<file path="config.mk">
export PLATFORM = sky130hd
export DESIGN_NAME = cbus_arbiter
export DESIGN_NICKNAME = d
export VERILOG_FILES = /design/src/rtl/cbus_arbiter.sv
export SDC_FILE = /design/constraint.sdc
export NUM_CORES = 1
export LEC_CHECK = 0
export CAP_MARGIN = 40
export CELL_PAD_IN_SITES_DETAIL_PLACEMENT = 0
export CELL_PAD_IN_SITES_GLOBAL_PLACEMENT = 1
export CORE_AREA = 4 4 209 211
export DETAILED_ROUTE_END_ITERATION = 8
export DIE_AREA = 0 0 213 215
export HOLD_SLACK_MARGIN = 0.08
export PLACE_DENSITY_LB_ADDON = 0.1
export SLEW_MARGIN = 20
export SYNTH_ARGS = -nofsm -noshare
export SYNTH_HDL_FRONTEND = slang
export SYNTH_SLANG_ARGS = --single-unit
</file>
<file path="constraint.sdc">
create_clock -name clk -period 1.77 [get_ports clk]
set_input_delay 0.2655 -clock clk [delete_from_list [all_inputs] [get_ports clk]]
set_output_delay 0.2655 -clock clk [all_outputs]
set_load 0.05 [all_outputs]
</file>
<file path="src/rtl/cbus_arbiter.sv">
// -----------------------------------------------------------------------------
// cbus_arbiter
//
// Arbitrates a single shared bus (creq/cresp) between an instruction-fetch
// requester (ireq/iresp) and a memory-stage data requester (dreq/dresp).
// One transaction is in flight at a time. The grant is held until the bus
// reports cresp_last, and an IDLE cycle always separates two grants.
//
// Optional build macro:
//   CBUS_ARB_RR_EN  when defined, contention is resolved round-robin with a
//                   one-bit last-grant flop. When undefined, data always wins
//                   contention and that flop does not exist.
//
// Parameters:
//   ADDR_W  request address width
//   DATA_W  data width (strobe width is DATA_W/8)
//
// Ports:
//   clk, resetn          clock, asynchronous active-low reset
//   ireq_valid/addr/size fetch request, held until iresp_data_ok
//   iresp_data_ok/data   fetch completion pulse and read data
//   dreq_valid/addr/size/strobe/wdata
//                        data request, held until dresp_data_ok;
//                        strobe == 0 means a load
//   dresp_data_ok/data   data completion pulse and load data
//   creq_valid/is_write/addr/size/strobe/data
//                        shared-bus request, muxed from the granted side
//   cresp_last/data      shared-bus completion and read data
// -----------------------------------------------------------------------------
module cbus_arbiter #(
  parameter int ADDR_W = 64,
  parameter int DATA_W = 64
) (
  input  logic                clk,
  input  logic                resetn,

  input  logic                ireq_valid,
  input  logic [ADDR_W-1:0]   ireq_addr,
  input  logic [2:0]          ireq_size,
  output logic                iresp_data_ok,
  output logic [DATA_W-1:0]   iresp_data,

  input  logic                dreq_valid,
  input  logic [ADDR_W-1:0]   dreq_addr,
  input  logic [2:0]          dreq_size,
  input  logic [DATA_W/8-1:0] dreq_strobe,
  input  logic [DATA_W-1:0]   dreq_wdata,
  output logic                dresp_data_ok,
  output logic [DATA_W-1:0]   dresp_data,

  output logic                creq_valid,
  output logic                creq_is_write,
  output logic [ADDR_W-1:0]   creq_addr,
  output logic [2:0]          creq_size,
  output logic [DATA_W/8-1:0] creq_strobe,
  output logic [DATA_W-1:0]   creq_data,
  input  logic                cresp_last,
  input  logic [DATA_W-1:0]   cresp_data
);

  typedef enum logic [1:0] {
    IDLE = 2'd0,
    IGNT = 2'd1,
    DGNT = 2'd2
  } state_t;

  state_t state;
  state_t state_next;

  // Winner when both sides request in the same IDLE cycle (1 = data).
  logic contend_data;

`ifdef CBUS_ARB_RR_EN
  // Remembers which side won the most recent grant (1 = fetch, 0 = data) so
  // contention goes to the other side next time.
  logic last_fetch;

  always_ff @(posedge clk or negedge resetn) begin
    if (!resetn) begin
      last_fetch <= 1'b0;
    end else if (state == IDLE && state_next == IGNT) begin
      last_fetch <= 1'b1;
    end else if (state == IDLE && state_next == DGNT) begin
      last_fetch <= 1'b0;
    end
  end

  assign contend_data = last_fetch;
`else
  assign contend_data = 1'b1;
`endif

  // State register
  always_ff @(posedge clk or negedge resetn) begin
    if (!resetn) begin
      state <= IDLE;
    end else begin
      state <= state_next;
    end
  end

  // Next-state logic: grants are only issued from IDLE, and a grant is
  // released solely by cresp_last, whatever the requesters do meanwhile.
  always_comb begin
    state_next = state;
    case (state)
      IDLE: begin
        if (ireq_valid && dreq_valid) begin
          state_next = contend_data ? DGNT : IGNT;
        end else if (dreq_valid) begin
          state_next = DGNT;
        end else if (ireq_valid) begin
          state_next = IGNT;
        end
      end
      IGNT, DGNT: begin
        if (cresp_last) begin
          state_next = IDLE;
        end
      end
      default: begin
        state_next = IDLE;
      end
    endcase
  end

  // Output logic: payload comes straight from the granted requester; IDLE
  // drives zeros so a stray cresp_last there produces no completion.
  always_comb begin
    creq_valid    = 1'b0;
    creq_is_write = 1'b0;
    creq_addr     = '0;
    creq_size     = '0;
    creq_strobe   = '0;
    creq_data     = '0;
    iresp_data_ok = 1'b0;
    dresp_data_ok = 1'b0;
    iresp_data    = '0;
    dresp_data    = '0;

    case (state)
      IGNT: begin
        creq_valid    = 1'b1;
        creq_addr     = ireq_addr;
        creq_size     = ireq_size;
        iresp_data_ok = cresp_last;
      end
      DGNT: begin
        creq_valid    = 1'b1;
        creq_is_write = |dreq_strobe;
        creq_addr     = dreq_addr;
        creq_size     = dreq_size;
        creq_strobe   = dreq_strobe;
        creq_data     = dreq_wdata;
        dresp_data_ok = cresp_last;
      end
      default: begin
      end
    endcase

    // Read data is a straight pass-through, forced to zero while in reset so
    // every output is quiet during reset.
    if (resetn) begin
      iresp_data = cresp_data;
      dresp_data = cresp_data;
    end
  end

endmodule
</file>
==> flow_summary.yaml <==
outcome:
  outcome: "complete, but fails checks"
  violations: "setup timing"
cts:
  cts_num_sinks: 2
  cts_tree: "yes"
  cts_buffers: 3
  max-clock-path-buffers: 2
  cts.clk_slew.worst_paths_ps: 30
  cts_hold_buffers: 0
  clock_latency_ps: 220
  cts_root_buf: "clkbuf_16"
  cts_max_level: 1
detailed_routing:
  wl_um: 28500
  top_layer: "met5"
  detail-route-antenna-nets: 0
  vias_per_cell: 3.27
  drt_first_pass_iters: 4
  first_iter_violations: 73
  num_vias: 4679
  drc: 0
  route.met3.wl_um: 3290
  post_drt_wl_per_cell_um: 19.9
  wl_met1_um: 8240
  wl_met2_um: 16600
synthesis:
  syn_area_um2: 2750
  synth_seq_cells: 2
  synth-edff-count: 0
  yosysWarnings: 0
  ys_seq_area_share_pct: 1.82
  synth_cell_types: 19
  syn_area_per_cell_um2: 7.02
  synthFlopType: "dfrtp_1"
  async_flop_share_pct: 100
  synthesis.nets: 670
  syn_inst: 391
sta:
  final.setup.worst_slack_ps: -206
  drv_slew: 0
  tightest_slew_ps: 303
  period_needed_ps: 1980
  setup_viol: 140
  finalClockSkew_ps: 3.85
  fmax_mhz: 506
  rsz0062_at_grt: "yes"
  timing.final.crit_share_pct: 112
  finalHoldViolCount: 0
  relSlewSlack_pct: 79.6
placed_design:
  dp_cells: 1406
  port_buffers: 545
  place.gp.congestion: 0.764
  post-place-ws_ps: -64.6
  dp_hpwl_um: 24500
layout:
  num-fill-cells: 4282
  top_register: "state"
  nNetsFinal: 1172
  largestRegisters: "state (2)"
  largest_reg_flops: 2
  fin_cells: 1432
  areaGrowthSynthToFinish_pct: 362
  drive_gt1_share_pct: 63.0
die:
  die_x_um: 213
  die_h_um: 215
  rows: 75
  start_util_pct: 6.58
  core-area_um2: 41800
  io_pins: 546
  die-area_um2: 45800
global_routing:
  first_global_vias: 4827
  antenna_found_initial: 3
  grt_pass1_wl_um: 36300
  grt-ovfl-total: 0
  grt_max_degree: 41
  grtUsageTotal_pct: 10.9
pwr:
  ir_worst_vdd_mv: 0.594
  p_leak_uw: 0.00492
  powerDensity_nw_per_um2: 1320
setup_path:
  crit_path_top_delay_cell: "dfrtp_1"
  max_stage_delay_ps: 390
  startpoint_type: "flop"
  required_ps: 1500
  critPathKind: "reg -> out"
  worstSetupEndpointType: "primary output"
  cp_data_arrival_time_ps: 1710
  startpoint: "state[0]$_DFFE_PN0P_"
  worst_path_most_repeated_cell: "buf_12"
  crit_fanout: 13
  reg2reg_from: "state[0]$_DFFE_PN0P_"
  crit_chain: "buf_4 > ha_4 > buf_12 > buf_12 > a22oi_2 > nor2b_4 > buf_12"
  cpLargestDelayFamily: "buffers and inverters"
  critPathBufInv: 4
run:
  cap_violations: 0
hold_path:
  hp-class: "in -> async"
cell families (layout without fill, tap and decap cells):
kind of cell	Yosys count	after routing	share of synthesized area [%]
AO/OA/AOI/OAI	72	72	23.0
buffers and inverters	103	603	25.6
flip-flops	2	2	1.82
other	0	2	0
adder cells (fa/ha/maj)	4	4	1.82
AND/OR/NAND/NOR	210	210	47.7
power breakdown:
group	switching (uW)	leakage [uW]	internal, uW
combinational	7790	0.00486	8550
clock	51.8	0.0000370	287
sequential	15.0	0.0000256	65.4
routing by layer:
layer,GRT usage (%),vias up
met5,0,-
met4,1.85,6
met3,4.68,16
met2,23.3,288
met1,9.00,2137
li1,-,2232
cell usage after synthesis (2+ instances only):
library cell	instances	share of area [%]
a21oi_1	2	0.36
a22oi_1	48	13
a22oi_2	19	8.7
and2_1	138	31
buf_2	14	2.6
buf_4	64	17
buf_6	5	2.0
buf_8	2	1.1
clkbuf_1	16	2.2
dfrtp_1	2	1.8
ha_1	4	1.8
inv_1	2	0.27
nand2b_1	2	0.46
nor2b_1	67	15
nor4_1	2	0.46
metrics by stage:
step	total power, uW	TNS, ps	instance area, um2	util, %	hold WS (ps)
floorplan	7290	-1820	3090	-	-30.1
global placement	14400	-3760	11700	28.0	676
detailed placement	14300	-2840	11700	28.0	675
CTS	14900	-22630	11900	28.5	700
global route	17500	-30500	12700	30.4	363
finish	16800	-19370	12700	30.4	311
area by class of cell:
| cell class | instances | area, um2 | share of cell area [%] |
|---|---|---|---|
| Antenna cell | 2 | 5.00 | 0.0394 |
| Inverter | 2 | 7.51 | 0.0592 |
| Tap cell | 539 | 674 | 5.32 |
| Multi-Input combinational cell | 286 | 2900 | 22.8 |
| Sequential cell | 2 | 50.0 | 0.394 |
| Clock buffer | 3 | 75.1 | 0.592 |
| Timing Repair Buffer | 598 | 8980 | 70.8 |
timing repair:
action / CTS / global route
gates cloned: 0 / 8
buffers inserted: 0 / 13
setup endpoints to repair: 228 / 267
pin swaps: 0 / 19
resized for setup: 63 / 136
layout by cell type (no fill, tap or decap):
master	count
ha_4	3
nor4_1	2
diode_2	2
dfrtp_1	2
nand2_1	1
a22oi_2	41
a21oi_1	2
o22ai_1	1
buf_16	2
buf_8	1
inv_2	2
nor2b_4	67
a21boi_4	1
buf_12	289
dlymetal6s2s_1	1
buf_4	17
ha_2	1
a22oi_1	26
and2_1	20
clkdlybuf4s50_1	273
buf_6	9
and2_2	45
nand2b_1	2
and2_4	73
clkbuf_16	9
a31o_2	1
worst paths after layout:
path	to	slack [ps]	depth (start not counted)
max	creq_addr[1]	-210	7
max reg2reg	state[1]$_DFFE_PN0P_	110	8
max in group asynchronous	state[1]$_DFFE_PN0P_	1360	3
min in group clk	state[0]$_DFFE_PN0P_	710	3
min reg2reg	state[0]$_DFFE_PN0P_	710	3
min	state[0]$_DFFE_PN0P_	310	3
worst min-delay path, delay by kind of cell:
family                 cells  cell delay, ps
buffers and inverters      3             570
(Power assumes the default switching activity.)
